### src/rtl/axil_regbank_pkg.sv
// Shared types and helpers for the AXI4-Lite register bank: response codes,
// write/read channel state encodings and index-width helpers.
package axil_regbank_pkg;

  localparam logic [1:0] RESP_OKAY   = 2'b00;
  localparam logic [1:0] RESP_SLVERR = 2'b10;

  typedef enum logic [1:0] {
    W_IDLE,
    W_HAVE_AW,
    W_HAVE_W,
    W_RESP
  } wstate_e;

  typedef enum logic {
    R_IDLE,
    R_DATA
  } rstate_e;

  function automatic int idx_width(input int n);
    return (n > 1) ? $clog2(n) : 1;
  endfunction

  function automatic int byte_shift(input int strb_w);
    return (strb_w > 1) ? $clog2(strb_w) : 0;
  endfunction

endpackage

### src/rtl/axil_regbank_decode.sv
// Combinational address decode: byte address -> register index, hit and error.
// AXIL_REGBANK_PROT_CHECK_EN: unprivileged accesses (prot[0] = 0) are errors.
module axil_regbank_decode
  import axil_regbank_pkg::*;
#(
  parameter int                    ADDR_WIDTH = 32,
  parameter int                    DATA_WIDTH = 32,
  parameter int                    NUM_REGS   = 16,
  parameter logic [ADDR_WIDTH-1:0] BASE_ADDR  = '0,
  parameter int                    IDX_W      = idx_width(NUM_REGS)
) (
  input  logic [ADDR_WIDTH-1:0] addr,
  input  logic [2:0]            prot,
  output logic [IDX_W-1:0]      idx,
  output logic                  hit,
  output logic                  err
);

  localparam int SHIFT = byte_shift(DATA_WIDTH / 8);

  logic [ADDR_WIDTH-1:0] off;
  logic [ADDR_WIDTH-1:0] word;

  assign off  = addr - BASE_ADDR;
  // Full-width word offset is compared so large offsets cannot alias into range.
  assign word = off >> SHIFT;
  assign hit  = (addr >= BASE_ADDR) && (word < ADDR_WIDTH'(NUM_REGS));
  assign idx  = word[IDX_W-1:0];

`ifdef AXIL_REGBANK_PROT_CHECK_EN
  logic unused_prot;
  assign unused_prot = ^prot[2:1];
  assign err = !hit || !prot[0];
`else
  logic unused_prot;
  assign unused_prot = ^prot;
  assign err = !hit;
`endif

endmodule

### src/rtl/axi4_lite_regbank.sv
// Parametrised AXI4-Lite register bank with RW / RO / W1C registers.
// AXIL_REGBANK_PROT_CHECK_EN: reject unprivileged accesses with SLVERR.
module axi4_lite_regbank
  import axil_regbank_pkg::*;
#(
  parameter int                             ADDR_WIDTH = 32,
  parameter int                             DATA_WIDTH = 32,
  parameter int                             NUM_REGS   = 16,
  parameter logic [ADDR_WIDTH-1:0]          BASE_ADDR  = '0,
  parameter logic [NUM_REGS-1:0]            RO_MASK    = '0,
  parameter logic [NUM_REGS-1:0]            W1C_MASK   = '0,
  parameter logic [NUM_REGS*DATA_WIDTH-1:0] RESET_VAL  = '0,
  localparam int                            STRB_WIDTH = DATA_WIDTH / 8
) (
  input  logic                           aclk,
  input  logic                           aresetn,
  input  logic [ADDR_WIDTH-1:0]          awaddr,
  input  logic [2:0]                     awprot,
  input  logic                           awvalid,
  output logic                           awready,
  input  logic [DATA_WIDTH-1:0]          wdata,
  input  logic [STRB_WIDTH-1:0]          wstrb,
  input  logic                           wvalid,
  output logic                           wready,
  output logic [1:0]                     bresp,
  output logic                           bvalid,
  input  logic                           bready,
  input  logic [ADDR_WIDTH-1:0]          araddr,
  input  logic [2:0]                     arprot,
  input  logic                           arvalid,
  output logic                           arready,
  output logic [DATA_WIDTH-1:0]          rdata,
  output logic [1:0]                     rresp,
  output logic                           rvalid,
  input  logic                           rready,
  output logic [NUM_REGS*DATA_WIDTH-1:0] reg_q,
  input  logic [NUM_REGS*DATA_WIDTH-1:0] hw_in,
  output logic [NUM_REGS-1:0]            wr_pulse
);

  localparam int IDX_W = idx_width(NUM_REGS);

  logic [NUM_REGS-1:0][DATA_WIDTH-1:0] q_arr, hw_arr;
  assign hw_arr = hw_in;
  assign reg_q  = q_arr;

  // ---------------- write channel ----------------
  wstate_e                 w_state, w_next;
  logic                    aw_hs, w_hs, commit;
  logic [ADDR_WIDTH-1:0]   aw_addr_q, aw_addr_eff;
  logic [2:0]              aw_prot_q, aw_prot_eff;
  logic [DATA_WIDTH-1:0]   w_data_q, w_data_eff, w_bmask;
  logic [STRB_WIDTH-1:0]   w_strb_q, w_strb_eff;
  logic [IDX_W-1:0]        aw_idx;
  logic                    aw_hit, aw_err;
  logic [NUM_REGS-1:0]     we;

  always_comb begin
    w_next  = w_state;
    awready = 1'b0;
    wready  = 1'b0;
    commit  = 1'b0;
    unique case (w_state)
      W_IDLE:    begin awready = 1'b1; wready = 1'b1; end
      W_HAVE_AW: wready  = 1'b1;
      W_HAVE_W:  awready = 1'b1;
      default:   ;
    endcase
    awready = awready & aresetn;
    wready  = wready & aresetn;
    aw_hs   = awvalid & awready;
    w_hs    = wvalid & wready;
    unique case (w_state)
      W_IDLE: begin
        if (aw_hs && w_hs) begin w_next = W_RESP; commit = 1'b1; end
        else if (aw_hs)         w_next = W_HAVE_AW;
        else if (w_hs)          w_next = W_HAVE_W;
      end
      W_HAVE_AW: if (w_hs)  begin w_next = W_RESP; commit = 1'b1; end
      W_HAVE_W:  if (aw_hs) begin w_next = W_RESP; commit = 1'b1; end
      W_RESP:    if (bready) w_next = W_IDLE;
      default:   w_next = W_IDLE;
    endcase
  end

  // On the completing edge, the half that arrives now comes straight off the bus.
  assign aw_addr_eff = (w_state == W_HAVE_AW) ? aw_addr_q : awaddr;
  assign aw_prot_eff = (w_state == W_HAVE_AW) ? aw_prot_q : awprot;
  assign w_data_eff  = (w_state == W_HAVE_W)  ? w_data_q  : wdata;
  assign w_strb_eff  = (w_state == W_HAVE_W)  ? w_strb_q  : wstrb;

  for (genvar b = 0; b < STRB_WIDTH; b++) begin : g_bmask
    assign w_bmask[b*8 +: 8] = {8{w_strb_eff[b]}};
  end

  axil_regbank_decode #(
    .ADDR_WIDTH(ADDR_WIDTH), .DATA_WIDTH(DATA_WIDTH), .NUM_REGS(NUM_REGS),
    .BASE_ADDR(BASE_ADDR), .IDX_W(IDX_W)
  ) u_aw_dec (
    .addr(aw_addr_eff), .prot(aw_prot_eff), .idx(aw_idx), .hit(aw_hit), .err(aw_err)
  );

  always_comb begin
    we = '0;
    if (commit && !aw_err) we[aw_idx] = 1'b1;
  end

  always_ff @(posedge aclk or negedge aresetn) begin
    if (!aresetn) begin
      w_state   <= W_IDLE;
      bresp     <= RESP_OKAY;
      wr_pulse  <= '0;
      aw_addr_q <= '0;
      aw_prot_q <= '0;
      w_data_q  <= '0;
      w_strb_q  <= '0;
    end else begin
      w_state  <= w_next;
      wr_pulse <= we;
      if (aw_hs) begin
        aw_addr_q <= awaddr;
        aw_prot_q <= awprot;
      end
      if (w_hs) begin
        w_data_q <= wdata;
        w_strb_q <= wstrb;
      end
      if (commit) bresp <= aw_err ? RESP_SLVERR : RESP_OKAY;
    end
  end

  assign bvalid = (w_state == W_RESP);

  // ---------------- register storage ----------------
  for (genvar i = 0; i < NUM_REGS; i++) begin : g_reg
    if (RO_MASK[i]) begin : g_ro
      assign q_arr[i] = hw_arr[i];
    end else if (W1C_MASK[i]) begin : g_w1c
      logic [DATA_WIDTH-1:0] q, clr;
      assign clr = we[i] ? (w_data_eff & w_bmask) : '0;
      // Hardware set is OR'd last so it wins over a same-cycle clear.
      always_ff @(posedge aclk or negedge aresetn) begin
        if (!aresetn) q <= RESET_VAL[i*DATA_WIDTH +: DATA_WIDTH];
        else          q <= (q & ~clr) | hw_arr[i];
      end
      assign q_arr[i] = q;
    end else begin : g_rw
      logic [DATA_WIDTH-1:0] q;
      always_ff @(posedge aclk or negedge aresetn) begin
        if (!aresetn)   q <= RESET_VAL[i*DATA_WIDTH +: DATA_WIDTH];
        else if (we[i]) q <= (q & ~w_bmask) | (w_data_eff & w_bmask);
      end
      assign q_arr[i] = q;
    end
  end

  // ---------------- read channel ----------------
  rstate_e          r_state, r_next;
  logic             ar_hs;
  logic [IDX_W-1:0] ar_idx;
  logic             ar_hit, ar_err;

  axil_regbank_decode #(
    .ADDR_WIDTH(ADDR_WIDTH), .DATA_WIDTH(DATA_WIDTH), .NUM_REGS(NUM_REGS),
    .BASE_ADDR(BASE_ADDR), .IDX_W(IDX_W)
  ) u_ar_dec (
    .addr(araddr), .prot(arprot), .idx(ar_idx), .hit(ar_hit), .err(ar_err)
  );

  always_comb begin
    r_next  = r_state;
    arready = 1'b0;
    unique case (r_state)
      R_IDLE:  arready = aresetn;
      R_DATA:  if (rready) r_next = R_IDLE;
      default: r_next = R_IDLE;
    endcase
    ar_hs = arvalid & arready;
    if (ar_hs) r_next = R_DATA;
  end

  always_ff @(posedge aclk or negedge aresetn) begin
    if (!aresetn) begin
      r_state <= R_IDLE;
      rdata   <= '0;
      rresp   <= RESP_OKAY;
    end else begin
      r_state <= r_next;
      if (ar_hs) begin
        rresp <= ar_err ? RESP_SLVERR : RESP_OKAY;
        rdata <= ar_err ? '0 : q_arr[ar_idx];
      end
    end
  end

  assign rvalid = (r_state == R_DATA);

  logic unused_ok;
  assign unused_ok = ^{hw_in, aw_hit, ar_hit};

endmodule

### config.mk
export PLATFORM = sky130hd
export DESIGN_NAME = axi4_lite_regbank
export DESIGN_NICKNAME = d
export VERILOG_FILES = /design/src/rtl/axil_regbank_pkg.sv /design/src/rtl/axil_regbank_decode.sv /design/src/rtl/axi4_lite_regbank.sv
export SDC_FILE = /design/constraint.sdc
export NUM_CORES = 1
export LEC_CHECK = 0
export CAP_MARGIN = 30
export CORE_AREA = 4 4 459 461
export CTS_CLUSTER_SIZE = 28
export DETAILED_ROUTE_END_ITERATION = 10
export DIE_AREA = 0 0 463 465
export HOLD_SLACK_MARGIN = 0.05
export PLACE_DENSITY = 0.41
export SYNTH_ARGS = -nofsm -noshare
export SYNTH_HDL_FRONTEND = slang
export SYNTH_SLANG_ARGS = --single-unit
### constraint.sdc
create_clock -name aclk -period 5.05 [get_ports aclk]
set_input_delay 1.01 -clock aclk [delete_from_list [all_inputs] [get_ports aclk]]
set_output_delay 1.01 -clock aclk [all_outputs]
set_load 0.005 [all_outputs]
==> impl_metrics.ini <==
[sta]
rsz0062_at_grt = false
timing.final.crit_share = 0.799
setup_tns_ns = 0
fmax_mhz = 248
finalHoldViolCount = 0
period_needed_ns = 4.04
tightest_slew_ns = 1.02
clock_skew_ns = 0.0622
final_max_slew_viol_count = 0
setup_viol = 0
slew_headroom = 0.317

[synthesis]
synthSimpleGateAreaFrac = 0.0235
yosys_warnings = 0
ys.flop_type = dfrtp_1
synth_edf_count = 0
ys_seq_elements = 631
synth-xor-area-share = 0
synth_top_family_by_area = multiplexers
ys_seq_area_frac = 0.534
syn_avg_cell_area_um2 = 16.3
synth_area_leaders = dfrtp_1 53%, mux2_2 22%, mux4_2 9.7%, o2111ai_4 5.2%, a22oi_1 1.6%
ys_async_sr_fraction = 1.00
synth.most_common_cell = dfrtp_1
synth_area_mm2 = 0.0296
synthCells = 1816
yosysTopAreaCell = dfrtp_1
synthAdderAreaFrac = 0.00169
synthTopCellsByCount = 631 x dfrtp_1, 582 x mux2_2, 128 x mux4_2
synth_compound_area_frac = 0.0889
yosysUniqueCellTypes = 49
synth_top_cell_area_share = 0.534
synth_mux_area_frac = 0.330

[floorplan]
die_height_um = 465
die_w_um = 463
ios = 1194
fp.coreArea_mm2 = 0.206
fp.dieArea_mm2 = 0.215
initial_core_util = 0.143
fp-row-count = 167

[grt]
grt_max_degree = 152
grt_util_all_layers = 0.137
grt-ovfl-total = 0
antenna_found_initial = 15
grt_pass1_wl_um = 203000
grt_pass1_vias = 21900

[drt]
drt_iter0_markers = 1066
viasPerCell = 3.81
vias = 20100
firstDrtPassIters = 5
wire_per_inst_um = 28.6
drtAntennaViolNets = 0
drc = 0
wl_um = 151000

[worst_setup_path]
critPathCaptureType = output port
path_cells = inv_1 > ha_4 > buf_4 > o21a_1 > clkdlybuf4s50_1
path_max_fanout = 21
startpoint_type = flop
required_ns = 4.04
cp.arrival_ns = 3.03
crit_slowest_cell = buf_4
worst_path_largest_cell_delay_ns = 0.52
path_class = flop to output port

[clock_network]
cts_setup_buffers = 0
clockRootBuffer = clkbuf_16
clock-sinks = 631
clk_pin_slew_ns = 0.06
insertion_delay_ns = 0.73
cts_tree = built
cts_resized = 0
cts_buffer_depth = 3
ctsHtreeMaxLevel = 3
ctsHoldBuffers = 1
cts_buffers = 84

[layout]
final_nets = 3136
area_delta_synth_final_pct = 44.5
layout-drive-gt1-share = 0.390
fin_cells = 5283
num-fill-cells = 22100

[place]
place_congestion = 0.745
dpl.cell_count = 5123
placement.io_buffers = 669
dp_hpwl_um = 111000

[run]
cap_viol_max_count = 0

[power]
p_leak_nw = 17.8
power_density_mw_per_mm2 = 329
peakVddDrop_mv = 0.240

[min_path]
hold_class = flop to flop

[status]
status = completed
==> per-layer routing <==
metal | GRT usage | vias to the layer above | share of wire
met5 | 0 | - | 0.00035
met4 | 0.0368 | 8 | 0.027
met3 | 0.0608 | 151 | 0.093
met2 | 0.221 | 731 | 0.46
met1 | 0.165 | 10800 | 0.42
li1 | - | 8461 | -
==> metrics by stage <==
stage / total power (W) / hold slack [ns] / setup WS, ns / utilization / instance area (µm²)
2_1_floorplan: 0.00687 / 0.474 / 2.17 / - / 29600
3_3_place_gp: 0.00789 / 0.481 / 0.727 / 0.192 / 39700
3_5_place_dp: 0.00792 / 0.487 / 0.980 / 0.193 / 39800
4_1_cts: 0.0144 / 0.503 / 0.782 / 0.207 / 42700
5_1_grt: 0.0147 / 0.514 / 0.768 / 0.207 / 42700
6_report: 0.0141 / 0.498 / 1.01 / 0.207 / 42700
==> placed cells by master (no fill, tap or decap), types with 4 or more instances in the layout <==
master             n
bufinv_16          8
a21oi_1            4
inv_1              7
nor3_4             4
clkdlybuf4s50_1  666
mux2_1            26
dfrtp_1          631
diode_2            6
clkbuf_1          21
o21ai_0            4
buf_12            10
nor2_1            10
nor4_1            13
mux2i_1            4
nor3_1            19
nor2_4             6
buf_4             40
mux2_2           582
o2111ai_2          5
clkinv_2          10
mux4_2           128
a22oi_1           64
clkbuf_16         84
buf_8              6
a22o_1            32
clkbuf_8          16
nand2_1           39
nor2_2            10
o2111ai_4         59
clkinvlp_4         4
==> worst paths after layout <==
path                                           end  cells past startpoint                   start  slack, ns
setup reg to reg                              flop                      9  w_state[1]$_DFFE_PN0P_       1.55
setup / recovery                           awready                      5  w_state[0]$_DFFE_PN0P_       1.01
hold / removal                bresp[1]$_DFFE_PN0P_                      1    bresp[1]$_DFFE_PN0P_       0.50
max in group asynchronous                async pin                      4                 aresetn       2.39
min in group asynchronous  w_strb_q[0]$_DFFE_PN0P_                      2                 aresetn       0.73
hold reg to reg               bresp[1]$_DFFE_PN0P_                      1    bresp[1]$_DFFE_PN0P_       0.50
==> where the power goes <==
group	total (W)	switching [W]	internal, W
sequential	0.00550	0.000162	0.00534
clock	0.00633	0.00259	0.00375
combinational	0.00222	0.00151	0.000714
==> area by class of cell <==
class / instances / area (µm²) / share of cell area
repair buffers: 728 / 7370 / 0.173
flip-flops and latches: 631 / 15800 / 0.370
inverters: 7 / 26.3 / 0.000615
clock buffers: 121 / 2400 / 0.0562
diodes: 6 / 15.0 / 0.000351
well taps: 2704 / 3380 / 0.0792
multi-input cells: 1055 / 13200 / 0.310
clock inverters: 31 / 493 / 0.0115
==> logic make-up after synthesis <==
kind of cell | after synthesis
and+or+nand+nor | 123
buffers and inverters | 131
DFF | 631
adders and majority gates | 4
other | 1
AOI/OAI and AO/OA | 186
muxes | 740
==> worst max-delay path, delay by kind of cell, from the launching register on <==
kind                       cells  cell delay [ns]
adders and majority gates      1             0.46
buffers and inverters          3             1.18
AOI/OAI and AO/OA              1             0.23
DFF                            1             0.40
Power figures use the tool's default switching activity.
